--- src/rtl/threshold_pkg.sv ---
// Shared definitions for the window threshold/verify stage: state encoding,
// default thresholds and parameter limits.
package threshold_pkg;

  localparam logic [2:0] ST_IDLE  = 3'd0;
  localparam logic [2:0] ST_ISSUE = 3'd1;
  localparam logic [2:0] ST_WAIT  = 3'd2;
  localparam logic [2:0] ST_EVAL  = 3'd3;
  localparam logic [2:0] ST_EMIT  = 3'd4;

  typedef enum logic [2:0] {
    S_IDLE  = ST_IDLE,
    S_ISSUE = ST_ISSUE,
    S_WAIT  = ST_WAIT,
    S_EVAL  = ST_EVAL,
    S_EMIT  = ST_EMIT
  } state_t;

  localparam logic [31:0] DEF_MAX_THR  = 32'h0419_9999;
  localparam logic [31:0] DEF_OM_THR   = 32'h0011_EB85;
  localparam int          MAX_NUM_CAND = 4;
  localparam int          MAX_RD_LAT   = 3;

endpackage

--- src/rtl/om_probe_seq.sv ---
// Centre-probe sequencer: issues OM reads, times the read latency, compares
// against the OM threshold and decides report / retry / fallback / drop.
//
// state  | meaning
// IDLE   | waiting for an accepted window
// ISSUE  | oRd_en high, oAddr_OM = position + CENTER_OFS + k
// WAIT   | counting down the remaining OM latency (skipped when RD_LAT = 1)
// EVAL   | OM data arrives this cycle and is compared
// EMIT   | report pending until the top sees the handshake
module om_probe_seq
  import threshold_pkg::*;
#(
  parameter int ADDR_W       = 13,
  parameter int DATA_W       = 32,
  parameter int CENTER_OFS   = 162,
  parameter int NUM_CAND     = 2,
  parameter bit FALLBACK_EN  = 1'b1,
  parameter int FALLBACK_OFS = 81,
  parameter int RD_LAT       = 1
) (
  input  logic              iClk,
  input  logic              iReset_n,
  input  logic              iClear,
  input  logic              iStart,
  input  logic [ADDR_W-1:0] iPosition,
  input  logic [DATA_W-1:0] iData_from_OM,
  input  logic [DATA_W-1:0] iOm_thr,
  input  logic              iAck,
  output logic [ADDR_W-1:0] oAddr_OM,
  output logic              oRd_en,
  output logic              oReport,
  output logic              oDrop,
  output logic [ADDR_W-1:0] oRep_pos
);

  localparam logic [1:0] K_LAST   = 2'(NUM_CAND - 1);
  localparam logic [1:0] LAT_LOAD = (RD_LAT > 1) ? 2'(RD_LAT - 2) : 2'd0;

  state_t            r_state, w_next;
  logic [1:0]        r_k, w_k_next;
  logic [1:0]        r_lat, w_lat_next;
  logic [ADDR_W-1:0] r_pos, r_addr, w_base, w_addr_next;
  logic              r_rd_en;

  always_comb begin
    w_next     = r_state;
    w_k_next   = r_k;
    w_lat_next = r_lat;
    w_base     = (r_state == S_IDLE) ? iPosition : r_pos;
    oReport    = 1'b0;
    oDrop      = 1'b0;
    oRep_pos   = r_pos + ADDR_W'(r_k);
    unique case (r_state)
      S_IDLE: begin
        if (iStart) begin
          w_next   = S_ISSUE;
          w_k_next = 2'd0;
        end
      end
      S_ISSUE: begin
        w_lat_next = LAT_LOAD;
        w_next     = (RD_LAT == 1) ? S_EVAL : S_WAIT;
      end
      S_WAIT: begin
        if (r_lat == 2'd0) w_next = S_EVAL;
        else               w_lat_next = r_lat - 2'd1;
      end
      S_EVAL: begin
        if (iData_from_OM > iOm_thr) begin
          oReport = 1'b1;
          w_next  = S_EMIT;
        end else if (r_k != K_LAST) begin
          w_k_next = r_k + 2'd1;
          w_next   = S_ISSUE;
        end else if (FALLBACK_EN) begin
          oReport  = 1'b1;
          oRep_pos = r_pos + ADDR_W'(FALLBACK_OFS);
          w_next   = S_EMIT;
        end else begin
          oDrop  = 1'b1;
          w_next = S_IDLE;
        end
      end
      S_EMIT: begin
        if (iAck) w_next = S_IDLE;
      end
      default: w_next = S_IDLE;
    endcase
    // Address for the probe about to be issued; wraps modulo 2^ADDR_W
    w_addr_next = w_base + ADDR_W'(CENTER_OFS) + ADDR_W'(w_k_next);
  end

  always_ff @(posedge iClk) begin
    if (!iReset_n || iClear) begin
      r_state <= S_IDLE;
      r_k     <= 2'd0;
      r_lat   <= 2'd0;
      r_pos   <= '0;
      r_addr  <= '0;
      r_rd_en <= 1'b0;
    end else begin
      r_state <= w_next;
      r_k     <= w_k_next;
      r_lat   <= w_lat_next;
      r_rd_en <= (w_next == S_ISSUE);
      if (w_next == S_ISSUE) r_addr <= w_addr_next;
      if (r_state == S_IDLE && iStart) r_pos <= iPosition;
    end
  end

  assign oAddr_OM = r_addr;
  assign oRd_en   = r_rd_en;

endmodule

--- src/rtl/threshold_window_nxn.sv ---
// Face-candidate threshold/verify stage: gates a window on its max score, probes
// the centre OM words and reports the corrected position over valid/ready.
module threshold_window_nxn
  import threshold_pkg::*;
#(
  parameter int WIN          = 19,
  parameter int ADDR_W       = 13,
  parameter int DATA_W       = 32,
  parameter int CENTER_OFS   = 162,
  parameter int NUM_CAND     = 2,
  parameter bit FALLBACK_EN  = 1'b1,
  parameter int FALLBACK_OFS = (WIN / 2) * (WIN / 2),
  parameter int RD_LAT       = 1,
  parameter int CNT_W        = 16
) (
  input  logic              iClk,
  input  logic              iReset_n,
  input  logic              iFinish,
  input  logic              iInput_ready,
  input  logic [ADDR_W-1:0] iPosition,
  input  logic [DATA_W-1:0] iMax_val,
  input  logic [DATA_W-1:0] iMax_thr,
  input  logic [DATA_W-1:0] iOm_thr,
  output logic              oBusy,
  output logic [ADDR_W-1:0] oAddr_OM,
  output logic              oRd_en,
  input  logic [DATA_W-1:0] iData_from_OM,
  output logic [ADDR_W-1:0] oPosition,
  output logic              oOutput_valid,
  input  logic              iOutput_ready,
  output logic              oEnd,
  output logic [CNT_W-1:0]  oDet_count
);

  logic              r_busy, r_valid, r_end;
  logic [ADDR_W-1:0] r_position;
  logic [CNT_W-1:0]  r_count;
  logic              w_above, w_accept, w_ack, w_report, w_drop;
  logic [ADDR_W-1:0] w_rep_pos;

  assign w_above  = iMax_val > iMax_thr;
  assign w_accept = iInput_ready && !r_busy && w_above;
  assign w_ack    = r_valid && iOutput_ready;

  om_probe_seq #(
    .ADDR_W      (ADDR_W),
    .DATA_W      (DATA_W),
    .CENTER_OFS  (CENTER_OFS),
    .NUM_CAND    (NUM_CAND),
    .FALLBACK_EN (FALLBACK_EN),
    .FALLBACK_OFS(FALLBACK_OFS),
    .RD_LAT      (RD_LAT)
  ) u_probe (
    .iClk         (iClk),
    .iReset_n     (iReset_n),
    .iClear       (iFinish),
    .iStart       (w_accept),
    .iPosition    (iPosition),
    .iData_from_OM(iData_from_OM),
    .iOm_thr      (iOm_thr),
    .iAck         (w_ack),
    .oAddr_OM     (oAddr_OM),
    .oRd_en       (oRd_en),
    .oReport      (w_report),
    .oDrop        (w_drop),
    .oRep_pos     (w_rep_pos)
  );

  always_ff @(posedge iClk) begin
    if (!iReset_n || iFinish) begin
      r_busy     <= 1'b0;
      r_valid    <= 1'b0;
      r_end      <= 1'b0;
      r_position <= '0;
      r_count    <= '0;
    end else begin
      if (w_accept)             r_busy <= 1'b1;
      else if (w_drop || w_ack) r_busy <= 1'b0;

      if (w_report) begin
        r_valid    <= 1'b1;
        r_position <= w_rep_pos;
      end else if (w_ack) begin
        r_valid <= 1'b0;
      end

      // oEnd tracks only windows actually sampled while idle
      if (iInput_ready && !r_busy) r_end <= !w_above;

      if (w_ack && r_count != {CNT_W{1'b1}}) r_count <= r_count + CNT_W'(1);
    end
  end

  assign oBusy         = r_busy;
  assign oOutput_valid = r_valid;
  assign oPosition     = r_position;
  assign oEnd          = r_end;
  assign oDet_count    = r_count;

endmodule

--- config.mk ---
export PLATFORM = sky130hd
export DESIGN_NAME = threshold_window_nxn
export DESIGN_NICKNAME = d
export VERILOG_FILES = /design/src/rtl/threshold_pkg.sv /design/src/rtl/om_probe_seq.sv /design/src/rtl/threshold_window_nxn.sv
export SDC_FILE = /design/constraint.sdc
export NUM_CORES = 1
export LEC_CHECK = 0
export CAP_MARGIN = 30
export CORE_MARGIN = 2
export CORE_UTILIZATION = 42
export CTS_CLUSTER_SIZE = 30
export DETAILED_ROUTE_END_ITERATION = 10
export GPL_TIMING_DRIVEN = 0
export HOLD_SLACK_MARGIN = 0.03
export MAX_ROUTING_LAYER = met4
export PLACE_DENSITY = 0.78
export SLEW_MARGIN = 20
export SYNTH_ARGS = -nofsm -noshare
export SYNTH_HDL_FRONTEND = slang
export SYNTH_HIERARCHICAL = 1
export SYNTH_SLANG_ARGS = --single-unit
--- constraint.sdc ---
create_clock -name iClk -period 4.3 [get_ports iClk]
set_input_delay 0.43 -clock iClk [delete_from_list [all_inputs] [get_ports iClk]]
set_output_delay 0.43 -clock iClk [all_outputs]
set_load 0.01 [all_outputs]
; After elaboration in Yosys (flattened, before gate mapping)
; Index checks and enable logic that the tools add are counted.
[word_totals]
ff_bits = 66
wordCells = 65
[op_classes]
n_addsub = 7
magnitude_cmp = 2
eq_ne = 8
mux = 22
n_reduce_logical = 15
[op_table]
columns = operator, count
row1 = 32-bit greater-than comparator, 2
row2 = 13-bit 2-to-1 mux, 4
row3 = 13-bit by 2-bit adder with 13-bit output, 2
row4 = 16-bit by 1-bit adder with 16-bit output (second input constant), 1
row5 = 16-bit inequality test (second input constant), 1
row6 = 3-bit 2-to-1 mux, 5
row7 = 3-bit one-hot mux with 5 select lines, 1
row8 = 13-bit by 7-bit adder with 13-bit output (second input constant), 1
row9 = 13-bit by 8-bit adder with 13-bit output (second input constant), 1
row10 = 2-bit 2-to-1 mux, 4
row11 = 2-bit one-hot mux with 2 select lines, 2
row12 = 3-bit by 1-bit equality test with 1-bit output (second input constant), 2
row13 = 3-bit by 2-bit equality test with 1-bit output (second input constant), 2
row14 = 1-bit 2-to-1 mux, 6
row15 = 2-bit nonzero test, 3
row16 = 1-bit logical AND, 5
row17 = 3-bit equality test (second input constant), 1
row18 = 1-bit logical NOT, 3
row19 = 3-bit logical NOT, 1
row20 = 2-bit by 1-bit adder with 2-bit output (second input constant), 1
row21 = 2-bit logical NOT, 1
row22 = 2-bit by 1-bit inequality test with 1-bit output (second input constant), 1
row23 = 2-bit inequality test (second input constant), 1
row24 = 2-bit AND reduction, 1
row25 = other kinds (2), 2

; Logic depth before layout (Yosys ltp)
[logic_depth]
word_depth = 6
mapped_depth = 21
depth_no_buf = 20

; Cells and area by module
; The synthesis kept the hierarchy.
[modules_own_cells]
columns = mod, n_inst, cells_per_inst, area_each_um2
row1 = om_probe_seq, 1, 387, 3047.9
row2 = threshold_window_nxn, 1, 260, 2255.9

; Worst setup path after synthesis
; OpenSTA, ideal clock, no wires.
[synth_path]
path_kind = in2reg
from = in iMax_thr[29]
to = reg u_probe.r_addr[11], in the netlist u_probe/oAddr_OM[11]
setup_ns = 0.128
t_arrival_ns = 4.209
t_required_ns = 4.172
setup_slack_ns = -0.036
stages = 21
path_buffers = 2
path_cell_list = inv_1 -> ha_1 -> a21o_1 -> a21o_1 -> a2111oi_2 -> a21oi_1 -> or2_2 -> and2_0 -> clkbuf_1 -> clkbuf_1 -> nor2_1 -> ha_1 -> ha_1 -> inv_1 -> fa_1 -> o41ai_2 -> a21oi_1 -> nor3_1 -> xnor2_1 -> mux2i_1 -> nor2_1
[synth_between]
elab_chain_cells = 5
[synth_rtl]
columns = item, line_no
row1 = start: declaration, threshold_window_nxn.sv:22  ; input logic [DATA_W-1:0] iMax_thr,
row2 = 32-bit greater-than comparator, threshold_window_nxn.sv:41  ; assign w_above = iMax_val > iMax_thr;
row3 = 1-bit logical AND, threshold_window_nxn.sv:42  ; assign w_accept = iInput_ready && !r_busy && w_above;
row4 = via w_accept, threshold_window_nxn.sv:38  ; logic w_above, w_accept, w_ack, w_report, w_drop;
row5 = 2-bit 2-to-1 mux, om_probe_seq.sv:55  ; if (iStart) begin
row6 = 2-bit one-hot mux with 2 select lines, om_probe_seq.sv:53  ; unique case (r_state)
row7 = via u_probe.w_k_next[0], om_probe_seq.sv:40  ; logic [1:0] r_k, w_k_next;
row8 = 13-bit by 2-bit adder with 13-bit output, om_probe_seq.sv:90  ; w_addr_next = w_base + ADDR_W'(CENTER_OFS) + ADDR_W'(w_k_next);
row9 = end signal: assignment, om_probe_seq.sv:106  ; if (w_next == S_ISSUE) r_addr <= w_addr_next;
row10 = end: declaration, om_probe_seq.sv:42  ; logic [ADDR_W-1:0] r_pos, r_addr, w_base, w_addr_next;
; The timed path passes the listed nets, and every way through them passes these cells.
; A chain may end at the register's enable or synchronous reset.

; Worst setup path in the final report
[layout_path]
from = in iOm_thr[3]
to = reg u_probe.r_addr[11], in the netlist u_probe/oAddr_OM[11]
[layout_between]
elab_chain_cells = 4
[layout_rtl]
columns = item, line_no
row1 = start: declaration, threshold_window_nxn.sv:23  ; input logic [DATA_W-1:0] iOm_thr,
row2 = 32-bit greater-than comparator *, om_probe_seq.sv:69  ; if (iData_from_OM > iOm_thr) begin
row3 = 2-bit 2-to-1 mux or 3-bit 2-to-1 mux (tied branches), om_probe_seq.sv:69
row4 = 2-bit one-hot mux with 2 select lines or 3-bit one-hot mux with 5 select lines (tied branches), om_probe_seq.sv:53
row5 = 13-bit by 2-bit adder with 13-bit output or 3-bit by 1-bit equality test with 1-bit output (tied branches), "om_probe_seq.sv:90, om_probe_seq.sv:106"
; Every way passes the cells marked *; elsewhere a longest branch is shown, timed or not.

==> flow_summary_export.csv <==
group,metric,value,unit
synth,synth_xor_area_share,5.61,%
floorplanning,dieHeight,116,um
worst_hold_path,holdPathEnd,"oEnd$_SDFFE_PP0P_",
route,routed-via-count,5480,
power_and_ir_drop,p_total,0.00181,W
route,drt_iter0_drc,320,
cells_and_area,layout.cells.non_filler,1048,
synth,ys_ff_latch,66,
setup_path,cp.arrival,4.43,ns
clock_tree,clock_sinks,66,
setup_path,end_kind,"flop",
power_and_ir_drop,cellLeakagePower,4.09,nW
setup_path,critPathMaxStageDelay,0.50,ns
route,antenna_left,0,
synth,synth.distinct_cells,67,
route,drt_wl_total,16900,um
setup_path,r2r-end,"u_probe/oAddr_OM[11]$_SDFFE_PP0P_",
synth,synthTopCellsByArea,"dfxtp_1 25%, ha_1 18%, mux2i_1 7.0%, inv_1 6.2%, a21oi_1 4.5%",
global_route,grt_pass1_wl,22200,um
synth,async_reset_ff_share,0,%
floorplanning,initial_core_util,42.5,%
timing,hold_viol_final,0,
timing,final.setup.tns,0,ns
worst_hold_path,hp-start,"oEnd$_SDFFE_PP0P_",
global_route,grt_max_degree,16,
place,hpwl,11200,um
synth,avgSynthCellArea,8.20,sq um
place,place.gp.congestion,0.868,
cells_and_area,nNetsFinal,1095,
synth,synth-edff-count,0,
synth,ys.flop_type,"dfxtp_1",
clock_tree,path_clk_slew,0.05,ns
clock_tree,htreeDepth,3,
synth,syn_nets,872,
clock_tree,cts_buffers,9,
worst_hold_path,hold_path_class,"reg -> reg",
timing,period_minus_slack,4.22,ns
place,portBuffers,191,
floorplanning,core.rowCount,41,
floorplanning,core-area,12500,sq um
setup_path,regToRegStartpoint,"u_probe/r_state[0]$_SDFF_PP0_",
synth,synth_compound_area_share,14.9,%
floorplanning,die-area,13500,sq um
timing,period_share,98.2,%
global_route,track_usage,21.2,%
clock_tree,cts_tree,"yes",
clock_tree,cts_hold_buf,0,
clock_tree,insertion_delay,0.34,ns
synth,synth_adder_area_share,18.9,%
timing,worst_pin_slew,0.627,ns
setup_path,crit_fanout,3,
power_and_ir_drop,power.density,208,nW/um^2
setup_path,slowest_stage,"clkdlybuf4s50_1",
setup_path,worst-setup-path-type,"in -> reg",
floorplanning,fp.dieW,116,um
synth,synthSimpleGateAreaFrac,19.2,%
cells_and_area,syn_to_final_growth,64.2,%
synth,synth_top_area_cell,"dfxtp_1",
timing,setup_viol,0,
setup_path,cp_cell_sequence,"clkdlybuf4s50_1 > inv_1 > ha_4 > nand4_1 > nor4_4 > nand2_1 > o31a_1 > nor2_4 > nand2_2 > o211ai_1 > ha_2 > inv_2 > ha_4 > inv_2 > fa_2 > o41ai_4 > a21oi_2 > nor3_2 > xnor2_1 > mux2i_1 > nor2_1",
place,placed_cells,1010,
synth,synth_mux_area_share,7.62,%
setup_path,ff2ff_setup_slack,0.86,ns
route,drcViolationCount,0,
run,cap_violations,0,
route,dr.pass1.iters,4,
worst_hold_path,min_path_cells,2,
timing,fin_skew,0.00436,ns
synth,netlist_area,5300,sq um
cells_and_area,drive_above_1_share,18.7,%
setup_path,ff2ff_path_depth,16,
synth,synth_top_area_share,24.9,%
synth,synth_top_family_by_area,"simple AND/OR/NAND/NOR gates",
global_route,grt_pass1_vias,4806,
timing,fmax,237,MHz
clock_tree,cts_root_buffer,"clkbuf_16",
synth,yosysWarningCount,6,
route,routedWlPerCell,16.1,um
synth,yosysSeqAreaShare,24.9,%
timing,timing.final.max_slew_violations,0,
global_route,overflow,0,
floorplanning,num_io_pins,192,
setup_path,cp-start-kind,"input port",
global_route,antenna_found_initial,1,
power_and_ir_drop,irDropWorstVdd,0.000274,V
route,viasPerCell,5.23,
status,status,"finished clean",
clock_tree,clockBufferDepth,2,
synth,synth_cells,647,
setup_path,required,4.51,ns
timing,relSlewSlack,57.0,%
-- Yosys cell counts, types with 3 or more instances --
cell type and instances:
nor2_1 56, nor2b_1 4, a31oi_1 3, o211ai_1 3, dfxtp_1 66, nand2_1 55, a211oi_1 12, inv_1 87
nor4_1 5, buf_4 3, and3_1 4, xnor2_1 26, nor3_1 14, nand3_1 17, clkbuf_1 16, a21o_1 8
xor2_1 8, nand4_1 21, a21oi_1 48, o41ai_1 3, nand2b_1 4, buf_2 3, mux2i_1 37, a22oi_1 3
o21ai_1 6, ha_1 77, buf_6 3, a2111oi_2 3, mux2_2 3
-- worst max-delay path, delay by kind of cell --
| family | cells | cell delay (ns) |
|---|---|---|
| xor+xnor | 1 | 0.09 |
| compound gates | 4 | 0.95 |
| buf+inv | 4 | 0.68 |
| fa+ha+maj | 4 | 1.10 |
| simple gates | 7 | 1.04 |
| mux | 1 | 0.13 |
-- cell usage in the layout, fill, tap and decap left out, drive strengths merged, types with 3 or more instances in the layout --
master,count
xor2,8
xnor2,26
and3,4
nor3,15
a21o,8
mux2i,37
o21ai,8
nand3,18
dlymetal6s2s,72
a31oi,3
nor2,57
a211oi,12
o41ai,5
clkbuf,27
clkinv,3
ha,77
a2111oi,5
nand2,57
a21oi,49
buf,32
mux2,3
nand2b,4
a22oi,3
nor2b,4
nor4,8
nand4,22
dfxtp,66
clkdlybuf4s50,119
o211ai,3
inv,89
-- per-layer routing --
layer | vias to the layer above | track usage (%) | part of all wire [%]
met1 | 2570 | 24.4 | 40
li1 | 2700 | - | -
met5 | - | - | 0
met2 | 176 | 36.5 | 51
met3 | 34 | 4.20 | 7.0
met4 | 0 | 8.17 | 2.5
-- repair_timing --
item,CTS,global route
setup endpoints to repair,8,7
pin swaps,21,65
buffers inserted,10,12
gates cloned,0,0
gates resized for setup,23,163
-- cells by family (layout without fill, tap and decap cells) --
logic type | after synthesis | after routing
DFF | 66 | 66
xor gates and xnor gates | 34 | 34
other | 1 | 2
buffers and inverters | 114 | 342
muxes | 40 | 40
AOI/OAI and AO/OA | 113 | 113
and+or+nand+nor | 200 | 200
adders and majority gates | 79 | 79
-- worst max path at each step --
stage,slack (ns),cells past startpoint,startpoint,endpoint
3_3_place_gp,-1.00,22,iMax_thr[31],u_probe/oAddr_OM[11]$_SDFFE_PP0P_
2_1_floorplan,0.02,20,iOm_thr[14],u_probe/oAddr_OM[11]$_SDFFE_PP0P_
4_1_cts,0.003,21,iMax_thr[31],u_probe/oAddr_OM[11]$_SDFFE_PP0P_
5_1_grt,-0.19,21,iOm_thr[3],u_probe/oAddr_OM[11]$_SDFFE_PP0P_
3_5_place_dp,-1.01,22,iMax_thr[31],u_probe/oAddr_OM[11]$_SDFFE_PP0P_
6_report,0.08,21,iOm_thr[3],u_probe/oAddr_OM[11]$_SDFFE_PP0P_
-- flip-flops by register name, indices dropped and copies added, names as in the netlist --
name,cells
oBusy,1
u_probe/oRd_en,1
u_probe/r_k,2
oDet_count,16
u_probe/oAddr_OM,13
oOutput_valid,1
u_probe/r_pos,13
u_probe/r_state,3
oEnd,1
u_probe/r_lat,2
oPosition,13
-- layout make-up --
class,count,area (sq um)
Clock inverter,3,15.0
Sequential cell,66,1320
Tap cell,172,215
Inverter,89,334
Multi-Input combinational cell,467,4170
Antenna cell,1,2.50
Fill cell,938,3760
Timing Repair Buffer,213,2260
Clock buffer,13,250
Buffer,24,139
-- report_power, final --
group / leakage, nW / total [W] / internal (W) / switching [W]
sequential: 0.533 / 0.000628 / 0.000622 / 0.00000672
clock: 0.133 / 0.000656 / 0.000403 / 0.000254
combinational: 3.43 / 0.000526 / 0.000287 / 0.000239
total: 4.09 / 0.00181 / 0.00131 / 0.000499
-- stage by stage --
stage	setup WS (ns)	cell area (sq um)	hold slack (ns)	utilization, %
CTS	0.00282	7910	0.464	63.5
floorplan	0.0182	5310	0.460	-
detailed placement	-1.01	7430	0.464	59.6
finish	0.0790	8710	0.467	69.9
global route	-0.194	8710	0.491	69.9
global placement	-1.00	7430	0.459	59.6
Note: power is estimated with default switching activity, not from simulation.
==> RTL change (same flow settings) <==
Register the output `oDet_count` once more; this adds one clock of latency there. The other outputs are not delayed to match.
--- a/src/rtl/threshold_window_nxn.sv
+++ b/src/rtl/threshold_window_nxn.sv
@@ -97,3 +97,5 @@
   assign oEnd          = r_end;
-  assign oDet_count    = r_count;
+  always_ff @(posedge iClk) begin
+    oDet_count <= r_count;
+  end
 
Function: changed (Yosys sat finds a counterexample within 10 cycles, from zero or initial values).
==> RTL change against the unedited design <==
- the flow now finishes with violations (negative setup slack)
- total power is 19% higher
- largest cell class unchanged
- sequential cell count increased by 16
- global-route usage is 0.19 points higher
- register-to-register slack lost 0.12 ns
- critical endpoint is now u_probe/oAddr_OM[9]
- wire length is 13% higher
- fmax fell by 1.9%
- die area increased by 4.6%
- critical path type unchanged
- synthesized area rose by 4.8%
- clock skew barely moved
- count of clock-buffer cells in the layout shrank 3
- highest routed layer unchanged
- critical path depth down 2
- worst setup slack lost 0.081 ns
- final area grew 5.3%
==> RTL change: results (changes against the unedited design) <==
* Antenna violations before repair at 0 (-1)
* First-pass GRT wire length at 24300 um (+9.0%)
* Vias at 5735 (+4.7%)
* Place WS at -1.04 ns (-0.0357 ns)
* Start point of the critical path: iData_from_OM[4]
* Post-synth top cells: 86 x inv_1, 82 x dfxtp_1, 77 x ha_1
* Max incr delay on CP at 0.44 ns (-0.06 ns)
* Synth Area in XOR/XNOR at 5.36% (-0.26 points)
* Setup ws final at -0.00182 ns (-0.0808 ns)
* DRT Pass-1 Iters at 5 (+1)
* Met2 Usage GRT at 37.7% (+1.2 points)
* Layout cells sized above 1 at 20.3% (+1.5 points)
* Switching power total at 575 uW (+15%)
* Pleak at 4.37 nW (+6.8%)
* WL met1 at 7130 um (+6.8%)
* R2r setup slk at 0.74 ns (-0.12 ns)
* Number of global-route vias before repair at 5217 (+8.6%)
* Hold endpoint: oDet_count[15]
* Hold Path Origin: r_count[15]
* Hpwl dp at 11500 um (+2.5%)
* Gpl congestion at 0.841 (-3.1%)
* Routed len/inst at 17.9 um (+11%)
* Total Routing Usage GR at 21.4% (+0.19 points)
* Worst r2r dst: u_probe/oAddr_OM[9]
* Cell count of the worst hold path at 0 (-2)
* Worst r2r path cells at 15 (-1)
* Ys async rst share at 0% (unchanged)
* Largest net degree at the start of global routing at 15 (-1)
* Met3 wire len at 1380 um (+17%)
* Total negative slack at -0.00182 ns (-0.00182 ns)
* Initial DRC Count at 317 (-0.94%)
* N_diodes at 0 (-1)
* M3 GR Usage at 5.46% (+1.3 points)
* Status: finished, violations left
* Fill count at 922 (-1.7%)
* Sequential-to-total area share from yosys stat at 29.5% (+4.6 points)
* Setup violators final at 1 (+1)
* Post-synthesis mux area share at 7.45% (-0.17 points)
* CP arrival at 4.55 ns (+0.12 ns)
* Area contributors post-synth: dfxtp_1 30%, ha_1 17%, mux2i_1 6.8%, inv_1 5.8%, a21oi_1 4.4%
* Mapped Nets at 885 (+1.5%)
* CP max FO at 2 (-1)
* Detail Route met2 WL at 9650 um (+12%)
* CP delay by family, top: compound AO/OA/AOI/OAI gates
* Compound-gate portion of the synthesized area at 13.7% (-1.2 points)
* Final nets at 1112 (+1.6%)
* Failing checks: negative setup slack
==> RTL change: repair_timing <==
action / 4_1_cts / 5_1_grt
pin swaps: 37 / 70
setup endpoints to repair: 7 / 7
hold buffers: 0 / 0
buffers inserted: 10 / 17
resized for setup: 36 / 181
==> RTL change: per-stage QoR <==
| step | util, % | power, mW | hold WS, ns | cell area [sq um] | cells |
|---|---|---|---|---|---|
| 2_1_floorplan | - | 1.01 | 0.356 | 5560 | 660 |
| 3_3_place_gp | 58.8 | 1.20 | 0.370 | 7690 | 1027 |
| 3_5_place_dp | 58.8 | 1.21 | 0.374 | 7690 | 1027 |
| 4_1_cts | 63.5 | 2.07 | 0.387 | 8310 | 1052 |
| 5_1_grt | 70.1 | 2.24 | 0.397 | 9170 | 1068 |
| 6_report | 70.1 | 2.15 | 0.384 | 9170 | 1068 |
==> RTL change: worst max path at each step <==
stage | endpoint | slack [ns] | depth (start not counted)
final | u_probe/oAddr_OM[9] | -0.002 | 19
after global placement | u_probe/oAddr_OM[11] | -0.97 | 22
after detailed placement | u_probe/oAddr_OM[11] | -1.04 | 22
after global routing | u_probe/oAddr_OM[11] | -0.13 | 21
after CTS | u_probe/oAddr_OM[11] | 0.0005 | 21
after floorplan | u_probe/oAddr_OM[11] | 0.01 | 21
==> RTL change: power groups by stage <==
stage	registers (mW)	clock network, mW	logic [mW]
after floorplan	0.794	0	0.214
after global placement	0.792	0	0.410
after detailed placement	0.793	0	0.417
after CTS	0.776	0.835	0.456
after global routing	0.777	0.864	0.600
final	0.776	0.817	0.558
==> RTL change: layout make-up <==
class | count | area, sq um | share of cell area, %
multi-input cells | 467 | 4230 | 46.1
repair buffers | 218 | 2330 | 25.4
flip-flops and latches | 82 | 1640 | 17.9
inverters | 87 | 327 | 3.56
clock buffers | 10 | 229 | 2.50
well taps | 176 | 220 | 2.40
plain buffers | 22 | 105 | 1.15
clock inverters | 6 | 90.1 | 0.982
==> RTL change: logic make-up after synthesis <==
family	count (synthesis)
AOI/OAI and AO/OA	113
DFF	82
muxes	41
buffers and inverters	111
and+or+nand+nor	199
adders and majority gates	79
other	1
xor gates and xnor gates	34
==> RTL change: worst register-to-register path: stages (launching register included) <==
cell      delay (ns)
dfxtp_1         0.38
clkbuf_1        0.35
nand2_1         0.11
nor2_1          0.22
nand2_2         0.11
o211ai_1        0.29
ha_2            0.34
inv_2           0.07
ha_4            0.14
inv_2           0.03
fa_2            0.36
o41ai_4         0.40
a21oi_2         0.12
buf_4           0.15
xnor2_1         0.13
a211oi_1        0.25
